--- src/rtl/jk_bank_driver.sv ---
// Drives J/K of a JK flop bank toward a requested target: DRIVE one cycle, CHECK one cycle, retry on mismatch.
// Done/Err three cycles after accept (+2 per retry); In_ready only in IDLE, requests are never queued.
module jk_bank_driver #(
    parameter int WIDTH     = 4,
    parameter int MAX_RETRY = 3
) (
    input  logic             Clk,
    input  logic             Rst,
    input  logic             In_valid,
    output logic             In_ready,
    input  logic [WIDTH-1:0] Target,
    input  logic             Toggle_pref,
    input  logic [WIDTH-1:0] Q_fb,
    output logic [WIDTH-1:0] J,
    output logic [WIDTH-1:0] K,
    output logic             Busy,
    output logic             Done,
    output logic             Err
);

    localparam int RW = (MAX_RETRY > 0) ? $clog2(MAX_RETRY + 1) : 1;
    localparam logic [RW-1:0] RETRY_LIMIT = RW'(MAX_RETRY);

    typedef enum logic [1:0] {
        S_IDLE,
        S_DRIVE,
        S_CHECK
    } state_t;

    state_t           state_q, state_d;
    logic [WIDTH-1:0] target_q, target_d;
    logic             pref_q, pref_d;
    logic [RW-1:0]    retry_q, retry_d;
    logic [WIDTH-1:0] j_q, j_d;
    logic [WIDTH-1:0] k_q, k_d;
    logic             busy_q, busy_d;
    logic             done_q, done_d;
    logic             err_q, err_d;

    // In IDLE the excitation is built from the live request, otherwise from the latched one.
    logic [WIDTH-1:0] exc_t;
    logic             exc_pref;
    logic [WIDTH-1:0] exc_diff;
    logic [WIDTH-1:0] exc_j;
    logic [WIDTH-1:0] exc_k;

    always_comb begin
        exc_t    = (state_q == S_IDLE) ? Target : target_q;
        exc_pref = (state_q == S_IDLE) ? Toggle_pref : pref_q;
        exc_diff = Q_fb ^ exc_t;
        exc_j    = exc_diff & (exc_pref ? {WIDTH{1'b1}} : exc_t);
        exc_k    = exc_diff & (exc_pref ? {WIDTH{1'b1}} : ~exc_t);
    end

    always_comb begin
        state_d  = state_q;
        target_d = target_q;
        pref_d   = pref_q;
        retry_d  = retry_q;
        j_d      = '0;
        k_d      = '0;
        busy_d   = busy_q;
        done_d   = 1'b0;
        err_d    = 1'b0;
        case (state_q)
            S_IDLE: begin
                if (In_valid) begin
                    target_d = Target;
                    pref_d   = Toggle_pref;
                    retry_d  = '0;
                    j_d      = exc_j;
                    k_d      = exc_k;
                    busy_d   = 1'b1;
                    state_d  = S_DRIVE;
                end
            end
            S_DRIVE: begin
                state_d = S_CHECK;
            end
            S_CHECK: begin
                if (Q_fb == target_q) begin
                    done_d  = 1'b1;
                    busy_d  = 1'b0;
                    state_d = S_IDLE;
                end else if (retry_q < RETRY_LIMIT) begin
                    retry_d = retry_q + 1'b1;
                    j_d     = exc_j;
                    k_d     = exc_k;
                    state_d = S_DRIVE;
                end else begin
                    err_d   = 1'b1;
                    busy_d  = 1'b0;
                    state_d = S_IDLE;
                end
            end
            default: begin
                busy_d  = 1'b0;
                state_d = S_IDLE;
            end
        endcase
    end

    always_ff @(posedge Clk) begin
        if (Rst) begin
            state_q  <= S_IDLE;
            target_q <= '0;
            pref_q   <= 1'b0;
            retry_q  <= '0;
            j_q      <= '0;
            k_q      <= '0;
            busy_q   <= 1'b0;
            done_q   <= 1'b0;
            err_q    <= 1'b0;
        end else begin
            state_q  <= state_d;
            target_q <= target_d;
            pref_q   <= pref_d;
            retry_q  <= retry_d;
            j_q      <= j_d;
            k_q      <= k_d;
            busy_q   <= busy_d;
            done_q   <= done_d;
            err_q    <= err_d;
        end
    end

    assign In_ready = (state_q == S_IDLE);
    assign J        = j_q;
    assign K        = k_q;
    assign Busy     = busy_q;
    assign Done     = done_q;
    assign Err      = err_q;

endmodule

--- config.mk ---
export PLATFORM = sky130hd
export DESIGN_NAME = jk_bank_driver
export DESIGN_NICKNAME = d
export VERILOG_FILES = /design/src/rtl/jk_bank_driver.sv
export SDC_FILE = /design/constraint.sdc
export NUM_CORES = 1
export LEC_CHECK = 0
export CAP_MARGIN = 20
export CORE_MARGIN = 3
export CORE_UTILIZATION = 42
export CTS_CLUSTER_SIZE = 14
export DETAILED_ROUTE_END_ITERATION = 10
export GPL_ROUTABILITY_DRIVEN = 0
export PLACE_DENSITY = 0.76
export REMOVE_ABC_BUFFERS = 1
export SYNTH_ARGS = -nofsm -noshare
export SYNTH_HDL_FRONTEND = slang
export SYNTH_SLANG_ARGS = --single-unit
--- constraint.sdc ---
create_clock -name Clk -period 1.4 [get_ports Clk]
set_input_delay 0.28 -clock Clk [delete_from_list [all_inputs] [get_ports Clk]]
set_output_delay 0.28 -clock Clk [all_outputs]
set_load 0.05 [all_outputs]
* Word-level counts from Yosys, hierarchy flattened
Cells that the tools add are included.
** Word-level totals
- Bits in registers :: 20
** Cells by class
- $add $sub $neg :: 1
- Order comparisons :: 1
- Equality and inequality tests :: 7
- Mux-type cells :: 26
- Bitwise gates (word level) :: 6
- Reductions and logical operators :: 7
** Operators by type and width (number)
- 4-bit two-way mux :: 9
- 4-bit one-hot mux with 2 select lines :: 2
- 4-bit bitwise AND :: 2
- 1-bit two-way mux :: 8
- 2-bit two-way mux :: 4
- 2-bit != test (second input constant) :: 3
- 2-bit one-hot mux with 3 select lines :: 1
- 4-bit == test :: 1
- 4-bit inverter :: 1
- 2-bit one-hot mux with 2 select lines :: 1
- 4-bit AND reduction :: 1
- 4-bit bitwise XOR :: 1
- 3-bit != test (second input constant) :: 1
- 1-bit one-hot mux with 3 select lines :: 1
- 3-bit AND reduction :: 1
- 3-bit OR reduction :: 1
- 2-bit by 1-bit adder with 2-bit output (second input constant) :: 1
- 2-bit by 1-bit == test with 1-bit output (second input constant) :: 1
- 2-bit == test (second input constant) :: 1
- 2-bit zero test :: 1
- 2-bit < comparator (second input constant) :: 1
- 1-bit inverter :: 2
- 2-bit AND reduction :: 1
- 2-bit nonzero test :: 1
- 2-bit OR reduction :: 1

* Depth between registers and ports, before layout
Gate-level depths: netlist of run 1.
- Depth in word-level cells :: 8
- Depth in mapped cells :: 6

* Worst setup path before layout of run 1
No wires, ideal clock.
- Path kind :: reg2reg
- From :: register retry_q[0]
- To :: register k_q[2] (netlist: K[2])
- Library setup time :: 0.064 ns
- Arrival time :: 1.468 ns
- Required time :: 1.336 ns
- Setup slack :: -0.132 ns
- Stages on the path, launching flop included :: 7
- Clock period less this slack :: 1.532 ns
- Path through :: dfxtp_1 > ha_1 > or3b_1 > a41o_1 > a21o_1 > buf_6 > nor2_1
** Between the ends
- Cells in the longest elaborated chain, start to end :: 4
** Ends and longest elaborated chain
- start: declaration :: line 33 : logic [RW-1:0] retry_q, retry_d;
- start signal: assignment :: line 118 : retry_q <= retry_d;
- 2-bit < comparator :: line 85 : end else if (retry_q < RETRY_LIMIT) begin
- 4-bit two-way mux :: line 85
- 4-bit two-way mux :: line 81 : if (Q_fb == target_q) begin
- 4-bit one-hot mux with 2 select lines :: line 65 : case (state_q)
- end signal: assignment :: line 120 : k_q <= k_d;
- end: declaration :: line 35 : logic [WIDTH-1:0] k_q, k_d;
No other way between the ends.
A chain may end at the register's enable or synchronous reset.

* Worst setup path in the final report of run 1
- From :: register retry_q[0]
- To :: register retry_q[0]
** Between the ends
- Cells in the longest elaborated chain, start to end :: 4
** Ends and longest elaborated chain
- 2-bit by 1-bit adder with 2-bit output :: line 86 : retry_d = retry_q + 1'b1;
- 2-bit two-way mux :: line 85
- 2-bit two-way mux :: line 81
- 2-bit one-hot mux with 2 select lines :: line 65
Several ways; a longest one is shown, not always the timed one. The select of a mux whose other input is x is not followed.

==> results of run 1 <==
logic make-up after synthesis:
| logic type | count (synthesis) | share of synthesized area [%] |
|---|---|---|
| DFF | 20 | 42.55 |
| xor gates and xnor gates | 4 | 3.723 |
| adders and majority gates | 1 | 1.330 |
| buffers and inverters | 7 | 3.723 |
| muxes | 6 | 6.383 |
| and+or+nand+nor | 37 | 22.21 |
| AOI/OAI and AO/OA | 27 | 20.08 |
layout make-up:
cell class | count | area share, %
clock buffer | 3 | 1.445
clock inverter | 1 | 1.926
inverter | 2 | 0.4815
multi-input combinational | 75 | 35.15
sequential | 20 | 26.00
tap | 27 | 2.167
timing repair buffer | 42 | 32.82
layer usage:
layer  routed length (µm)  part of all wire, %  up-vias  track usage, %
li1                     -                    -      453               -
met1                 1024                   41      455           23.17
met2                 1353                   54       20           37.14
met3                  133                  5.3        2           5.070
met4                   12                 0.48        0           3.830
met5                    0                    0        -               0
registers in the layout (all words and copies together), names as in the netlist:
register and count:
Busy 1, Done 1, Err 1, J 4, K 4, pref_q 1, retry_q 2, state_q 2
target_q 4
worst max-delay path, stage by stage (launching register included):
cell     delay [ns]
dfxtp_2        0.35
ha_4           0.16
or3b_1         0.35
a41o_1         0.23
buf_6          0.12
or2_0          0.20
a21oi_1        0.13
cell usage in the layout, fill, tap and decap left out, types with 5 or more instances in the layout:
cell type / Yosys / layout
a21oi_1: 6 / 5
buf_12: 0 / 12
buf_4: 0 / 14
buf_6: 1 / 5
clkdlybuf4s50_1: 0 / 11
dfxtp_1: 20 / 16
mux2i_1: 6 / 6
nor2_1: 16 / 15
o21a_1: 5 / 5
o21ai_0: 5 / 5
worst paths after layout:
kind / slack [ns] / from / to
max: -0.20 / retry_q[0] / retry_q[0]
min: 0.57 / target_q[3] / target_q[3]
max reg2reg: -0.20 / retry_q[0] / retry_q[0]
min reg2reg: 0.57 / target_q[3] / target_q[3]
per-stage QoR:
stage               hold WS, ns  worst slack [ns]  instances
CTS                      0.5668           -0.1864        170
global route             0.6227           -0.2363        170
finish                   0.5749           -0.2027        170
floorplan                0.3491           -0.1280         97
global placement         0.5107           -0.3672        166
detailed placement       0.5310           -0.4211        166
power groups by stage:
stage / Combinational, mW / Sequential (mW) / Clock (mW)
floorplan: 0.147 / 0.687 / 0
global placement: 0.394 / 0.637 / 0
global route: 0.463 / 0.632 / 0.512
CTS: 0.422 / 0.629 / 0.487
detailed placement: 0.406 / 0.640 / 0
finish: 0.435 / 0.630 / 0.482
timing repair:
| item | in CTS | in global routing |
|---|---|---|
| endpoints found under the setup margin | 17 | 15 |
| hold endpoints to repair | 0 | 0 |
| setup buffers | 0 | 0 |
| pin swaps | 3 | 5 |
| resized for setup | 12 | 7 |
==> flow_summary_export.csv, run 1 <==
group,metric,value,unit
run_status,status,"complete, but fails checks",
run_status,violations,"setup timing",
die,start_util,46.08,%
placed_design,place_area,0.001440,mm²
sta,final.setup.tns,-1.469,ns
cts,cts.sinks,20,
cts,cts_tree,"yes",
synthesis,yosysWarnings,0,
synthesis,synth-seq-area-share,42.55,%
global_routing,grtUsageTotal,20.19,%
detailed_routing,drt_iter0_drc,12,
detailed_routing,avgViaCountPerCell,5.471,
synthesis,yosysTopAreaCell,"dfxtp_1",
layout,multi_input_area,548.0,µm²
synthesis,yosys_register_bits,20,
layout,n_fill_cell,146,
synthesis,synthDistinctLibCells,28,
die,core-area,0.002042,mm²
placed_design,port_buffers,23,
power_and_ir_drop,p_comb_share,28.1,%
synthesis,syn_area,940.9,µm²
sta,finalCritPeriodShare,114.5,%
worst_setup_path,path_class,"flop to flop",
synthesis,yosys_most_used_dff,"dfxtp_1",
layout,area_growth,65.69,%
sta,fin_ws,-0.2027,ns
global_routing,grt_start_max_net_pins,13,
detailed_routing,drc,0,
sta,finalHoldViolCount,0,
sta,setup_viol,12,
power_and_ir_drop,peakVddDrop,0.0008568,V
min_path,hold_class,"flop to flop",
cts,cts_buffers,3,
layout,final_layout_size_suffix_gt1_share,35.66,%
worst_setup_path,arrival,1.84,ns
layout,nets,157,
synthesis,synthTopCellsByCount,"dfxtp_1 (20), nor2_1 (16), a21oi_1 (6), mux2i_1 (6), or3b_2 (6)",
global_routing,antenna_found_initial,0,
worst_setup_path,worst-path-max-fanout,3,
job,maxCapViolations,0,
worst_setup_path,cp-end-kind,"flop",
global_routing,grt-ovfl-total,0,
synthesis,synth_edf_count,0,
sta,maxSlewHeadroom,72.30,%
cts,htreeDepth,1,
detailed_routing,drt-total-wl,2524,µm
die,die_area,0.002844,mm²
layout,fin_util,76.35,%
worst_setup_path,start_kind,"flop",
synthesis,ys_top_cells_by_area,"dfxtp_1 (43%), mux2i_1 (6.4%), nor2_1 (6.4%)",
global_routing,grt_pass1_vias,868,
layout,diodes,0,
sta,grt_setup_unrepaired,"yes",
placed_design,dpl.hpwl,1925,µm
synthesis,async_flop_share,0,%
synthesis,synth_most_common_cell,"dfxtp_1",
layout,final-seq-area,405.4,µm²
sta,clock.fmax,623.9,MHz
synthesis,synth_top_area_share,42.55,%
min_path,min_path_cells,2,
die,die_y,53.33,µm
synthesis,synthCells,102,
detailed_routing,first_pass_iters,6,
power_and_ir_drop,p_per_area,992.3,mW/mm²
die,io_pins,24,
detailed_routing,ant_nets,0,
layout,fin_area,0.001559,mm²
cts,path_clk_slew,0.11,ns
power_and_ir_drop,clkPwrFrac,31.2,%
worst_setup_path,reg2regPathDepth,6,
sta,worst_pin_slew,0.4111,ns
die,die_width,53.33,µm
power_and_ir_drop,p_sw,428.1,µW
sta,finalMaxSlewViolations,0,
detailed_routing,drt-wirelength-per-cell,14.85,µm
synthesis,avgSynthCellArea,9.225,µm²
die,rows,16,
worst_setup_path,cp.required,1.64,ns
cts,cts_buffer_depth,2,
sta,finClkSkew,0.01210,ns
power_and_ir_drop,power_leakage,0.6212,nW
power_and_ir_drop,p_total,1.547,mW
global_routing,grt_pass1_wl,4071,µm
cts,cts_hold_buf,0,
detailed_routing,via_count,930,
power_and_ir_drop,p_int,1.119,mW
power_and_ir_drop,pwr-share-seq,40.7,%
sta,period_minus_slack,1.603,ns
cts,insertion_delay,0.31,ns
power_and_ir_drop,p_sw_share,27.68,%
cts,cts_root_buffer,"clkbuf_4",
(Power assumes the default switching activity.)
==> inputs of run 2 (changes only) <==
Settings changed: CTS_CLUSTER_DIAMETER set to 200.
==> results of run 2 <==
Same layout as run 1: the final DEF is identical, and so are final timing and power.
